## src/rtl/rps_pkg.sv

```systemverilog
// Shared encodings for the rock-paper-scissors round logic.
package rps_pkg;

  // Game-state bus encoding; 01 must stay COUNTDOWN for the move generator.
  typedef enum logic [1:0] {
    ST_IDLE      = 2'b00,
    ST_COUNTDOWN = 2'b01,
    ST_REVEAL    = 2'b10,
    ST_DONE      = 2'b11
  } state_t;

  localparam logic [1:0] MV_ROCK     = 2'b00;
  localparam logic [1:0] MV_PAPER    = 2'b01;
  localparam logic [1:0] MV_SCISSORS = 2'b10;
  localparam logic [1:0] MV_NONE     = 2'b11;

  localparam logic [1:0] OC_DRAW    = 2'b00;
  localparam logic [1:0] OC_WIN     = 2'b01;
  localparam logic [1:0] OC_LOSE    = 2'b10;
  localparam logic [1:0] OC_FORFEIT = 2'b11;

  // The generator can emit 11; it is treated as rock.
  function automatic logic [1:0] sanitize_move(input logic [1:0] mv);
    return (mv == MV_NONE) ? MV_ROCK : mv;
  endfunction

endpackage

```

## src/rtl/rps_judge.sv

```systemverilog
// Combinational round judge: (player, computer) -> outcome.
module rps_judge
  import rps_pkg::*;
(
  input  logic [1:0] ply_move,
  input  logic [1:0] com_move,
  output logic [1:0] outcome_c
);

  logic [1:0] com_s;
  logic [2:0] diff;

  // d = (ply - com) mod 3, then map to outcome; no move is a forfeit.
  always_comb begin
    com_s     = sanitize_move(com_move);
    diff      = 3'(ply_move) + 3'd3 - 3'(com_s);
    if (diff >= 3'd3) diff = diff - 3'd3;
    outcome_c = OC_DRAW;
    if (ply_move == MV_NONE) begin
      outcome_c = OC_FORFEIT;
    end else begin
      case (diff)
        3'd1:    outcome_c = OC_WIN;
        3'd2:    outcome_c = OC_LOSE;
        default: outcome_c = OC_DRAW;
      endcase
    end
  end

endmodule

```

## src/rtl/rps_round_ctrl.sv

```systemverilog
// Round sequencer: countdown, player capture, reveal, judging and scores.
module rps_round_ctrl
  import rps_pkg::*;
#(
  parameter int unsigned TICK_DIV   = 100_000_000,
  parameter int unsigned COUNT_SECS = 3,
  parameter int unsigned MAX_SCORE  = 9
) (
  input  logic       clk,
  input  logic       rst,
  input  logic       start,
  input  logic       abort,
  input  logic       player_valid,
  input  logic [1:0] player_move,
  input  logic [1:0] com_result,
  output logic [1:0] state,
  output logic [2:0] sec_left,
  output logic [1:0] com_move,
  output logic [1:0] ply_move,
  output logic [1:0] outcome,
  output logic       result_valid,
  output logic [3:0] win_cnt,
  output logic [3:0] lose_cnt,
  output logic [3:0] draw_cnt,
  output logic       game_over
);

  localparam int unsigned TICK_W = (TICK_DIV > 1) ? $clog2(TICK_DIV) : 1;

  state_t            st;
  logic [TICK_W-1:0] tick;
  logic [1:0]        com_s;
  logic [1:0]        judge_c;
  logic [3:0]        win_nx_c;
  logic [3:0]        lose_nx_c;
  logic [3:0]        draw_nx_c;

  assign state = st;
  assign com_s = sanitize_move(com_result);

  rps_judge u_judge (
    .ply_move  (ply_move),
    .com_move  (com_s),
    .outcome_c (judge_c)
  );

  function automatic logic [3:0] sat_inc(input logic [3:0] v);
    return (v >= 4'(MAX_SCORE)) ? v : v + 4'd1;
  endfunction

  // Scores as they would stand after judging the current reveal.
  always_comb begin
    win_nx_c  = win_cnt;
    lose_nx_c = lose_cnt;
    draw_nx_c = draw_cnt;
    case (judge_c)
      OC_WIN:  win_nx_c  = sat_inc(win_cnt);
      OC_DRAW: draw_nx_c = sat_inc(draw_cnt);
      default: lose_nx_c = sat_inc(lose_cnt);
    endcase
  end

  // Round FSM with tick divider; abort overrides every state.
  always_ff @(posedge clk or posedge rst) begin
    if (rst) begin
      st           <= ST_IDLE;
      tick         <= '0;
      sec_left     <= '0;
      com_move     <= MV_ROCK;
      ply_move     <= MV_NONE;
      outcome      <= OC_DRAW;
      result_valid <= 1'b0;
      win_cnt      <= '0;
      lose_cnt     <= '0;
      draw_cnt     <= '0;
      game_over    <= 1'b0;
    end else begin
      result_valid <= 1'b0;
      if (abort) begin
        st        <= ST_IDLE;
        tick      <= '0;
        sec_left  <= '0;
        ply_move  <= MV_NONE;
        win_cnt   <= '0;
        lose_cnt  <= '0;
        draw_cnt  <= '0;
        game_over <= 1'b0;
      end else begin
        case (st)
          ST_IDLE: begin
            if (start) begin
              st       <= ST_COUNTDOWN;
              sec_left <= 3'(COUNT_SECS);
              tick     <= '0;
              ply_move <= MV_NONE;
            end
          end
          ST_COUNTDOWN: begin
            if (player_valid && (player_move != MV_NONE)) ply_move <= player_move;
            if (tick == TICK_W'(TICK_DIV - 1)) begin
              tick <= '0;
              if (sec_left == 3'd1) begin
                st       <= ST_REVEAL;
                sec_left <= '0;
              end else begin
                sec_left <= sec_left - 3'd1;
              end
            end else begin
              tick <= tick + TICK_W'(1);
            end
          end
          ST_REVEAL: begin
            st           <= ST_DONE;
            com_move     <= com_s;
            outcome      <= judge_c;
            result_valid <= 1'b1;
            win_cnt      <= win_nx_c;
            lose_cnt     <= lose_nx_c;
            draw_cnt     <= draw_nx_c;
            game_over    <= (win_nx_c == 4'(MAX_SCORE)) || (lose_nx_c == 4'(MAX_SCORE));
          end
          ST_DONE: begin
            if (start) begin
              st       <= ST_COUNTDOWN;
              sec_left <= 3'(COUNT_SECS);
              tick     <= '0;
              ply_move <= MV_NONE;
              if (game_over) begin
                win_cnt   <= '0;
                lose_cnt  <= '0;
                draw_cnt  <= '0;
                game_over <= 1'b0;
              end
            end
          end
          default: st <= ST_IDLE;
        endcase
      end
    end
  end

endmodule

```

## config.mk

```make
export PLATFORM = sky130hd
export DESIGN_NAME = rps_round_ctrl
export DESIGN_NICKNAME = d
export VERILOG_FILES = /design/src/rtl/rps_pkg.sv /design/src/rtl/rps_judge.sv /design/src/rtl/rps_round_ctrl.sv
export SDC_FILE = /design/constraint.sdc
export NUM_CORES = 1
export LEC_CHECK = 0
export CAP_MARGIN = 20
export CORE_MARGIN = 3
export CORE_UTILIZATION = 55
export DETAILED_ROUTE_END_ITERATION = 8
export PLACE_DENSITY_LB_ADDON = 0.25
export SKIP_CTS_REPAIR_TIMING = 1
export SLEW_MARGIN = 30
export SYNTH_ARGS = -nofsm -noshare
export SYNTH_HDL_FRONTEND = slang
export SYNTH_HIERARCHICAL = 1
export SYNTH_SLANG_ARGS = --single-unit
```

## constraint.sdc

```tcl
create_clock -name clk -period 3.8 [get_ports clk]
set_clock_uncertainty 0.15 [all_clocks]
set_input_delay 0.76 -clock clk [delete_from_list [all_inputs] [get_ports clk]]
set_output_delay 0.76 -clock clk [all_outputs]
set_load 0.01 [all_outputs]
```

==> metrics.md, run 1 <==
| Metric | Value |
|---|---|
| Synth top area share | `39.51%` |
| Top-count cell post-synth | `dfrtp_1` |
| Initial Utilization | `a little under three fifths` |
| EDFF count, synth | `0` |
| Gr usage total | `around 22%` |
| Post-detail-place hpwl | `about 5100 µm` |
| Number of global-route vias before repair | `around 2,600` |
| Final Hold Violating Endpoints | `0` |
| Outcome | `complete, no violations` |
| Worst flop-to-flop path startpoint | `ply_move[0]` |
| Clock Sinks | `52` |
| Worst Hold Class | `reg2reg` |
| Worst Setup EP | `game_over` |
| Power per Cell Area | `around 560 nW/µm²` |
| First-pass GRT wire length | `11,710 µm` |
| Synth cell count leaders | `50 x dfrtp_1, 38 x nand2_1, 29 x nor2_1, 25 x o21ai_0, 20 x inv_1` |
| DR DRC count | `0` |
| Worst Setup Start Kind | `primary input` |
| Die width | `about 82 µm` |
| Worst-skew pair later-pin latency | `around 300 ps` |
| Syn_nets | `around 370` |
| Share of cells above drive strength 1 | `approximately 14%` |
| Max Fclk | `approximately 0.27 GHz` |
| Pin count of the biggest net entering global routing | `28` |
| Flops & latches, synth | `52` |
| Critical path class | `in2reg` |
| Seq/Total Area, Yosys | `about two fifths` |
| Synth Instances | `341` |
| FF-to-FF End | `game_over` |
| Ports | `34` |
| Area Growth Syn to Fin | `19.32%` |
| DRT Pass-1 Iters | `4` |
| DIE HEIGHT | `81.88 µm` |
| Port Buffers | `33` |
| TritonCTS buffer count | `5` |
| CTS clock-pin slew for the worst setup and hold paths | `roughly 100 ps` |
| Placed Area | `around 3600 µm²` |
| Core ar. | `5540 µm²` |
| Via count | `approximately 2,800` |
| Tcrit/Tclk final | `about 96%` |
| Root Driver | `clkbuf_8` |
| Cell Area, Synth | `between 3000 and 4000 µm²` |
| Yosys top cell by area | `dfrtp_1` |
| Max rail drop VDD | `around 350 µV` |
| Slew margin rel. | `58.36%` |
| Distinct cells, synth | `60` |
| Number of H-tree levels | `2` |
| Die Area | `roughly 6700 µm²` |
| Top post-synthesis cells by area | `dfrtp_1 40%, ha_1 7.1%, nand2_1 4.5%` |
| Hold path depth | `1` |
| Setup WS pre-CTS | `-626.8 ps` |
| Wirelength per Cell | `15.35 µm` |
| CTS tree | `built` |
| R2R setup slack | `around 520 ps` |
| Crit. Startpoint | `com_result[1]` |
| # rows | `27` |
| Primary FF master, synth | `dfrtp_1` |
| Final core occ | `about 70%` |
| Synth async-reset ratio | `100.0%` |
| Worst setup EP type | `flop` |
| Ys Warns | `6` |
| Antenna-violating nets left | `0` |
| Total power | `~2.1 mW` |
| Vias per cell | `6.000` |
| CP arrival | `~3700 ps` |
| Final setup viols | `0` |
| Routed WL | `7063 µm` |
| Max Cap Viol | `0` |
| Final slew viol count | `0` |
| Post-route setup TNS | `0 ps` |
| Leakage | `~1.6 nW` |
| CP max FO | `6` |
| Layout net count | `415` |
| Worst-Margin Slew | `around 620 ps` |
| Overflow after GRT | `0` |
| Initial DRC count | `around 270` |
| Data required time at the worst endpoint | `just under 4000 ps` |
| Final setup margin | `about 140 ps` |
| Synth Area per Inst | `just over 9 µm²` |
| Clock Path Buffers | `2` |
| Post-route design area | `roughly 3800 µm²` |
| Final GP Congestion | `0.8551` |
| Worst r2r path cells | `12` |
| Antenna violations before repair | `0` |
| Min Tclk post-route | `between 3000 and 4000 ps` |
| Antenna Cells | `0` |
per-stage QoR:
stage,cells,hold WS [ps]
after floorplan,341,311.1
after global placement,449,333.9
after detailed placement,449,341.9
after CTS,457,368.7
after global routing,460,381.1
final,460,364.0
worst max-delay path, cell delays in order:
cell and delay (ps):
dlymetal6s2s_1 160, nor2b_2 180, nand2b_1 140, ha_2 180, fa_1 500, ha_2 220, ha_4 260, nand2b_1 100
a21oi_1 60, a22o_2 250, nand3b_1 200, or3_1 390, o21ai_2 90, o2111ai_2 120, o311ai_1 110
routing by layer:
| layer | global-route usage (%) | up-vias | part of all wire (%) |
|---|---|---|---|
| met4 | 7.143 | 0 | 1.1 |
| met3 | 3.838 | 9 | 4.4 |
| met1 | 26.84 | 1343 | 43 |
| met5 | 0 | - | 0 |
| met2 | 40.31 | 82 | 51 |
| li1 | - | 1326 | - |
how the worst min path moves through the flow:
stage                            from          end  slack (ps)
after floorplan               tick[5]      tick[5]         310
after global placement        tick[5]      tick[5]         330
after detailed placement      tick[5]      tick[5]         340
after CTS                     tick[5]      tick[5]         370
after global routing      com_move[1]  com_move[1]         380
final                         tick[5]      tick[5]         360
state kept, by name (all words and copies together), names as in the netlist:
name,count
state,2
draw_cnt,4
sec_left,3
lose_cnt,4
tick,27
ply_move,2
game_over,1
com_move,2
win_cnt,4
result_valid,1
outcome,2
area by class of cell:
| cell class | instances | area [µm²] |
|---|---|---|
| Multi-Input combinational cell | 262 | 1784 |
| Fill cell | 421 | 1762 |
| Sequential cell | 52 | 1304 |
| Timing Repair Buffer | 46 | 432.9 |
| Tap cell | 72 | 90.09 |
| Clock buffer | 6 | 82.58 |
| Inverter | 20 | 75.07 |
| Clock inverter | 2 | 10.01 |
kinds of logic after synthesis:
logic type	Yosys count	synth area share, %
AND/OR/NAND/NOR	155	25.56
AO/OA/AOI/OAI	67	15.05
flip-flops	52	41.17
buffers and inverters	27	4.267
adder cells (fa/ha/maj)	19	7.744
XOR/XNOR	16	4.425
multiplexers	5	1.778
cells in the final DEF (no fill, tap or decap), drive strengths merged, types with 5 or more instances in the layout:
master / count
clkbuf: 6
nor3: 13
mux2: 5
nor2b: 7
nand2b: 8
nor4: 10
clkdlybuf4s50: 31
nor2: 30
o21ai: 26
nand2: 38
dfrtp: 50
a21oi: 6
nand4: 12
xnor2: 15
nand3: 14
inv: 20
buf: 13
ha: 18
power breakdown:
part	leakage (nW)	switching (mW)	internal (mW)
clock network	0.0510	0.179	0.146
registers	0.704	0.0822	0.634
logic	0.805	0.540	0.516
total	1.56	0.801	1.30
(Power assumes the default switching activity.)
==> inputs of run 2 (changes only) <==
--- a/config.mk
+++ b/config.mk
@@ -9,6 +9,7 @@
 export CORE_MARGIN = 3
 export CORE_UTILIZATION = 55
 export DETAILED_ROUTE_END_ITERATION = 8
+export GPL_TIMING_DRIVEN = 0
 export PLACE_DENSITY_LB_ADDON = 0.25
 export SKIP_CTS_REPAIR_TIMING = 1
 export SLEW_MARGIN = 30
==> run 2 against run 1 <==
Net effect: critical path depth unchanged; sequential share of layout area decreased by 0.55 points; via count decreased by 1.2%; utilization increased by 1.1 points; wire length increased by 0.82%; sequential power about the same; design area increased by 1.6%; first-iteration DRC count decreased by 42%; worst hold slack improved by 2.5 ps; register-to-register slack got worse by 50 ps; die area unchanged; non-clock buffer count increased by 2.
==> metrics.md, run 2 (same netlist as run 1, synthesis figures left out) <==
| Metric | Value |
|---|---|
| Biggest register | `tick` |
| Ports | `34 (unchanged)` |
| Max Fclk | `0.2695 GHz (-1.4%)` |
| Net Sw Frac | `37.71% (-0.49 points)` |
| Final non-filler cell total | `462 (+0.43%)` |
| Power per Cell Area | `575.5 nW/µm² (+3.7%)` |
| Pin count of the biggest net entering global routing | `29 (+3.6%)` |
| Number of H-tree levels | `2 (unchanged)` |
| Die Area | `6704 µm² (unchanged)` |
| Post-detail-place hpwl | `4953 µm (-2.6%)` |
| Commonest non-fill, non-tap cell in the layout | `dfrtp_1` |
| Wirelength per Cell | `15.41 µm (+0.38%)` |
| Antenna-violating nets left | `0 (unchanged)` |
| Die width | `81.88 µm (unchanged)` |
| Worst-skew pair later-pin latency | `310 ps (about the same)` |
| Slew margin rel. | `60.23% (+1.9 points)` |
| # fillers | `430 (+2.1%)` |
| CTS clock-pin slew for the worst setup and hold paths | `100 ps (about the same)` |
| Worst-Margin Slew | `594.4 ps (-27.90 ps)` |
| Gr usage total | `22.46% (+0.12 points)` |
| Clock share of power | `17.2% (+1.7 points)` |
| Final slew viol count | `0 (unchanged)` |
| Share of cells above drive strength 1 | `14.10% (+0.19 points)` |
| Tcrit/Tclk final | `97.66% (+1.4 points)` |
| Placed Area | `3610 µm² (+0.21%)` |
| CP arrival | `3740 ps (+20 ps)` |
| Antenna violations before repair | `0 (unchanged)` |
| CTS tree | `built` |
| DR DRC count | `0 (unchanged)` |
| Internal power | `1.377 mW (+6.2%)` |
| Root Driver | `clkbuf_8` |
| Max rail drop VDD | `322.6 µV (-8.4%)` |
| Reg power frac | `32.5% (-1.7 points)` |
| Final Hold Violating Endpoints | `0 (unchanged)` |
| Min Tclk post-route | `3711 ps (+52.36 ps)` |
| First-pass GRT wire length | `11,890 µm (+1.5%)` |
| Clock Path Buffers | `2 (unchanged)` |
| Final core occ | `69.31% (+1.1 points)` |
| Final GP Congestion | `0.8657 (+1.2%)` |
| TritonCTS buffer count | `5 (unchanged)` |
| Worst setup EP type | `flop` |
| # rows | `27 (unchanged)` |
| Post-placement cell count | `447 (-0.45%)` |
| Post-route design area | `3840 µm² (+1.6%)` |
| Clock Sinks | `52 (unchanged)` |
| Comb pwr share | `50.4% (about the same)` |
| Via count | `2,728 (-1.2%)` |
| Worst Setup Start Kind | `primary input` |
| Core ar. | `5540 µm² (unchanged)` |
| Data required time at the worst endpoint | `3830 ps (-30 ps)` |
| Vias per cell | `5.905 (-1.6%)` |
| Hold slack final | `366.5 ps (+2.529 ps)` |
| Overflow after GRT | `0 (unchanged)` |
| Initial Utilization | `57.16% (unchanged)` |
| Outcome | `complete, no violations` |
| Area Growth Syn to Fin | `21.26%` |
| Worst Hold Class | `reg2reg` |
| Final setup viols | `0 (unchanged)` |
| Max Cap Viol | `0 (unchanged)` |
| Critical path class | `in2reg` |
| Layout net count | `417 (+0.48%)` |
| Number of global-route vias before repair | `2,656 (+2.4%)` |
| CP max FO | `6 (unchanged)` |
| Initial DRC count | `156 (-42%)` |
| Port Buffers | `33 (unchanged)` |
| Leakage | `1.585 nW (+1.6%)` |
| Routed WL | `7121 µm (+0.82%)` |
| Sw power | `0.8333 mW (+4.0%)` |
| Max FFs per register | `27 (unchanged)` |
| DIE HEIGHT | `81.88 µm (unchanged)` |
| Commonest cells after routing, fill and taps aside | `50 x dfrtp_1, 38 x nand2_1, 31 x clkdlybuf4s50_1, 29 x nor2_1, 24 x o21ai_0` |
| Antenna Cells | `0 (unchanged)` |
| DRT Pass-1 Iters | `5 (+1)` |
==> run 2: area by class of cell <==
cell class / instances / area (µm²) / share of cell area (%)
Buffer: 7 / 60.06 / 1.564
Clock buffer: 5 / 68.82 / 1.792
Clock inverter: 3 / 42.54 / 1.108
Inverter: 20 / 77.57 / 2.020
Multi-Input combinational cell: 262 / 1789 / 46.60
Sequential cell: 52 / 1304 / 33.95
Tap cell: 72 / 90.09 / 2.346
Timing Repair Buffer: 41 / 407.9 / 10.62
==> run 2: power by group through the flow <==
stage	Clock [mW]	Combinational (mW)	Sequential (mW)
2_1_floorplan	0	0.599	0.742
3_3_place_gp	0	0.896	0.721
3_5_place_dp	0	0.937	0.728
4_1_cts	0.390	0.942	0.717
5_1_grt	0.415	1.23	0.733
6_report	0.379	1.11	0.718
==> run 2: stage by stage <==
stage | setup TNS (ps) | power, mW | setup slack (ps)
2_1_floorplan | 0 | 1.341 | 88.09
3_3_place_gp | -4268 | 1.617 | -635.8
3_5_place_dp | -5282 | 1.664 | -741.1
4_1_cts | -1991 | 2.048 | -436.7
5_1_grt | -50.26 | 2.377 | -34.98
6_report | 0 | 2.210 | 88.77
==> run 2: worst paths after layout <==
check,from,endpoint,slack (ps),cells after the start
min,tick[5],tick[5],370,1
max in group asynchronous,rst,ply_move[1],2370,3
min in group asynchronous,rst,tick[5],610,2
min reg2reg,tick[5],tick[5],370,1
max reg2reg,ply_move[0],win_cnt[2],470,12
max,com_result[1],win_cnt[2],90,15
==> run 2: layer usage <==
layer	vias up	track usage [%]	wire [µm]
met4	0	6.977	76
met3	8	4.167	320
met5	-	0	0
met1	1336	26.49	3012
met2	59	40.95	3712
li1	1325	-	-
==> run 2: critical path, stage by stage <==
cell            delay (ps)
dlymetal6s2s_1         150
nor2b_2                180
nand2b_1               150
ha_2                   180
fa_1                   500
ha_2                   190
ha_1                   300
nand2b_4               120
a21oi_1                 60
a22o_2                 270
nand3b_1               190
or3_1                  390
o21ai_2                 90
buf_4                  140
o22ai_1                 80
==> inputs of run 3 (changes only) <==
--- a/config.mk
+++ b/config.mk
@@ -8,6 +8,7 @@
 export CAP_MARGIN = 20
 export CORE_MARGIN = 3
 export CORE_UTILIZATION = 55
+export CTS_CLUSTER_DIAMETER = 40
 export DETAILED_ROUTE_END_ITERATION = 8
 export GPL_TIMING_DRIVEN = 0
 export PLACE_DENSITY_LB_ADDON = 0.25
==> constraint.sdc (replaced) <==
create_clock -name clk -period 4.2 [get_ports clk]
set_clock_uncertainty 0.15 [all_clocks]
set_input_delay 0.84 -clock clk [delete_from_list [all_inputs] [get_ports clk]]
set_output_delay 0.84 -clock clk [all_outputs]
set_load 0.01 [all_outputs]
==> run 3 against run 2 <==
Net effect: critical path depth unchanged; global-route usage is the same; die area unchanged; wire length down 4.3%; worst setup slack better by 74 ps; via count decreased by 2.0%; final cell count decreased by 1.5%; power shrank 15%.
==> metrics.md, run 3 (same netlist as run 1, synthesis figures left out) <==
| Metric | Value |
|---|---|
| Outcome | `complete, no violations` |
| Top cell by count, worst path | `ha_1` |
| Seq. cell area | `1304 µm² (unchanged)` |
| Gr usage total | `22.46% (unchanged)` |
| Slowest-stage cell, CP | `fa_1` |
| Worst-Margin Slew | `586.8 ps (-7.545 ps)` |
| # fillers | `444 (+3.3%)` |
| Min Tclk post-route | `between 4000 and 5000 ps` |
| Worst-skew pair later-pin latency | `310 ps (about the same)` |
| Clock Path Buffers | `2 (unchanged)` |
| Worst setup EP type | `flop` |
| Post-detail-place hpwl | `4953 µm (unchanged)` |
| Post-placement cell count | `447 (unchanged)` |
| CTS tree | `built` |
| CP max FO | `5 (-1)` |
| Area Growth Syn to Fin | `18.53%` |
| Data required time at the worst endpoint | `4220 ps (+390 ps)` |
| Antenna violations before repair | `0 (unchanged)` |
| Final non-filler cell total | `455 (-1.5%)` |
| Share of cells above drive strength 1 | `11.23% (-2.9 points)` |
| Routed WL | `6812 µm (-4.3%)` |
| Initial Utilization | `57.16% (unchanged)` |
| Pin count of the biggest net entering global routing | `29 (unchanged)` |
| Final slew viol count | `0 (unchanged)` |
| TritonCTS buffer count | `5 (unchanged)` |
| Power per Cell Area | `498.0 nW/µm² (-13%)` |
| Max Fclk | `0.2477 GHz` |
| Worst path max stage delay | `480 ps (-20 ps)` |
| Worst Hold Class | `reg2reg` |
| # rows | `27 (unchanged)` |
| CP arrival | `4060 ps (+320 ps)` |
| Root Driver | `clkbuf_8` |
| Critical-path cell list | `clkdlybuf4s50_1, nor2b_2, nand2b_1, ha_1, fa_1, ha_1, ha_1, o21bai_2, nor3_1, a221o_1, nor2b_2, a21boi_4, nor3b_2, o2111ai_1, o311ai_0` |
| Layout net count | `410 (-1.7%)` |
| Clock Sinks | `52 (unchanged)` |
| Biggest register | `tick` |
| Antenna-violating nets left | `0 (unchanged)` |
| Max rail drop VDD | `271.0 µV (-16%)` |
| Leakage | `1.528 nW (-3.6%)` |
| First-pass GRT wire length | `11,890 µm (unchanged)` |
| Via count | `2,673 (-2.0%)` |
| Max Cap Viol | `0 (unchanged)` |
| Placed Area | `3610 µm² (unchanged)` |
| Port Buffers | `33 (unchanged)` |
| Core ar. | `5540 µm² (unchanged)` |
| Vias per cell | `5.875 (-0.51%)` |
| DRT Pass-1 Iters | `4 (-1)` |
| Post-route design area | `3754 µm² (-2.2%)` |
| CTS clock-pin slew for the worst setup and hold paths | `100 ps (about the same)` |
| Overflow after GRT | `0 (unchanged)` |
| Max FFs per register | `27 (unchanged)` |
| Commonest non-fill, non-tap cell in the layout | `dfrtp_1` |
| Wirelength per Cell | `14.97 µm (-2.9%)` |
| Worst path top cell family by delay | `adder cells` |
| Final setup viols | `0 (unchanged)` |
| Initial DRC count | `150 (-3.8%)` |
| Critical path class | `in2reg` |
| Commonest cells after routing, fill and taps aside | `50 x dfrtp_1, 38 x nand2_1, 33 x clkdlybuf4s50_1, 29 x nor2_1, 24 x o21ai_0` |
| Die Area | `6704 µm² (unchanged)` |
| Final Hold Violating Endpoints | `0 (unchanged)` |
| Slew margin rel. | `60.73% (+0.50 points)` |
| Final GP Congestion | `0.8657 (unchanged)` |
| Worst Setup Start Kind | `primary input` |
| DR DRC count | `0 (unchanged)` |
| Die width | `81.88 µm (unchanged)` |
| Tcrit/Tclk final | `between 90% and 100%` |
| Antenna Cells | `0 (unchanged)` |
| Number of H-tree levels | `2 (unchanged)` |
| Number of global-route vias before repair | `2,656 (unchanged)` |
| Unrepaired setup endpoints after global routing | `no` |
| Final setup margin | `163.0 ps (+74.24 ps)` |
| Worst Path Buf+Inv | `1 (-1)` |
| Setup WS pre-CTS | `-421.1 ps (+320.0 ps)` |
| Area of the multi-input gates | `1760 µm² (-1.6%)` |
| Ports | `34 (unchanged)` |
| DIE HEIGHT | `81.88 µm (unchanged)` |
-- run 3: cell count changes in the layout (fill, tap and decap cells not counted), sizes merged --
cell / before / now
clkdlybuf4s50: 31 / 33
buf: 14 / 7
dlymetal6s2s: 2 / 0
-- run 3: worst paths after layout --
kind / from / to / slack [ps] / depth (start not counted)
setup / recovery: com_result[1] / game_over / 160 / 15
hold / removal: tick[5] / tick[5] / 370 / 1
setup reg to reg: ply_move[0] / game_over / 920 / 12
hold reg to reg: tick[5] / tick[5] / 370 / 1
max in group asynchronous: rst / ply_move[0] / 2690 / 3
min in group asynchronous: rst / tick[5] / 700 / 2
-- run 3: layout make-up --
type                    count  area share (%)
plain buffers               7           1.600
clock buffers               5           1.833
clock inverters             3           1.133
inverters                  20           2.067
multi-input cells         262           46.90
flip-flops and latches     52           34.73
well taps                  72           2.400
repair buffers             34           9.333
-- run 3: layer usage --
layer  track usage, %  part of all wire (%)
met1            26.49                    44
met2            40.95                    50
met3            4.167                   4.5
met4            6.977                   1.1
met5                0                     0
-- run 3: where the power goes --
part	total [mW]	internal [mW]	leakage (nW)	switching [mW]
logic	0.878	0.407	0.769	0.471
clock network	0.344	0.176	0.0541	0.167
registers	0.648	0.574	0.704	0.0740
total	1.87	1.16	1.53	0.712
-- run 3: stage by stage --
step	setup TNS (ps)	power (mW)	hold WS, ps	utilization (%)
2_1_floorplan	0	1.213	311.1	-
3_3_place_gp	-1168	1.463	332.2	64.75
3_5_place_dp	-1858	1.506	343.7	65.15
4_1_cts	-181.7	1.853	370.0	67.16
5_1_grt	0	2.020	403.3	67.75
6_report	0	1.869	366.1	67.75
-- run 3: worst register-to-register path: stages, from the launching register on --
cell and delay [ps]:
dfstp_2 590, ha_1 170, fa_1 450, ha_1 210, ha_1 210, o21bai_2 140
nor3_1 60, a221o_1 340, nor2b_2 190, a21boi_4 150, nor3b_2 160, o2111ai_1 180
o311ai_0 150
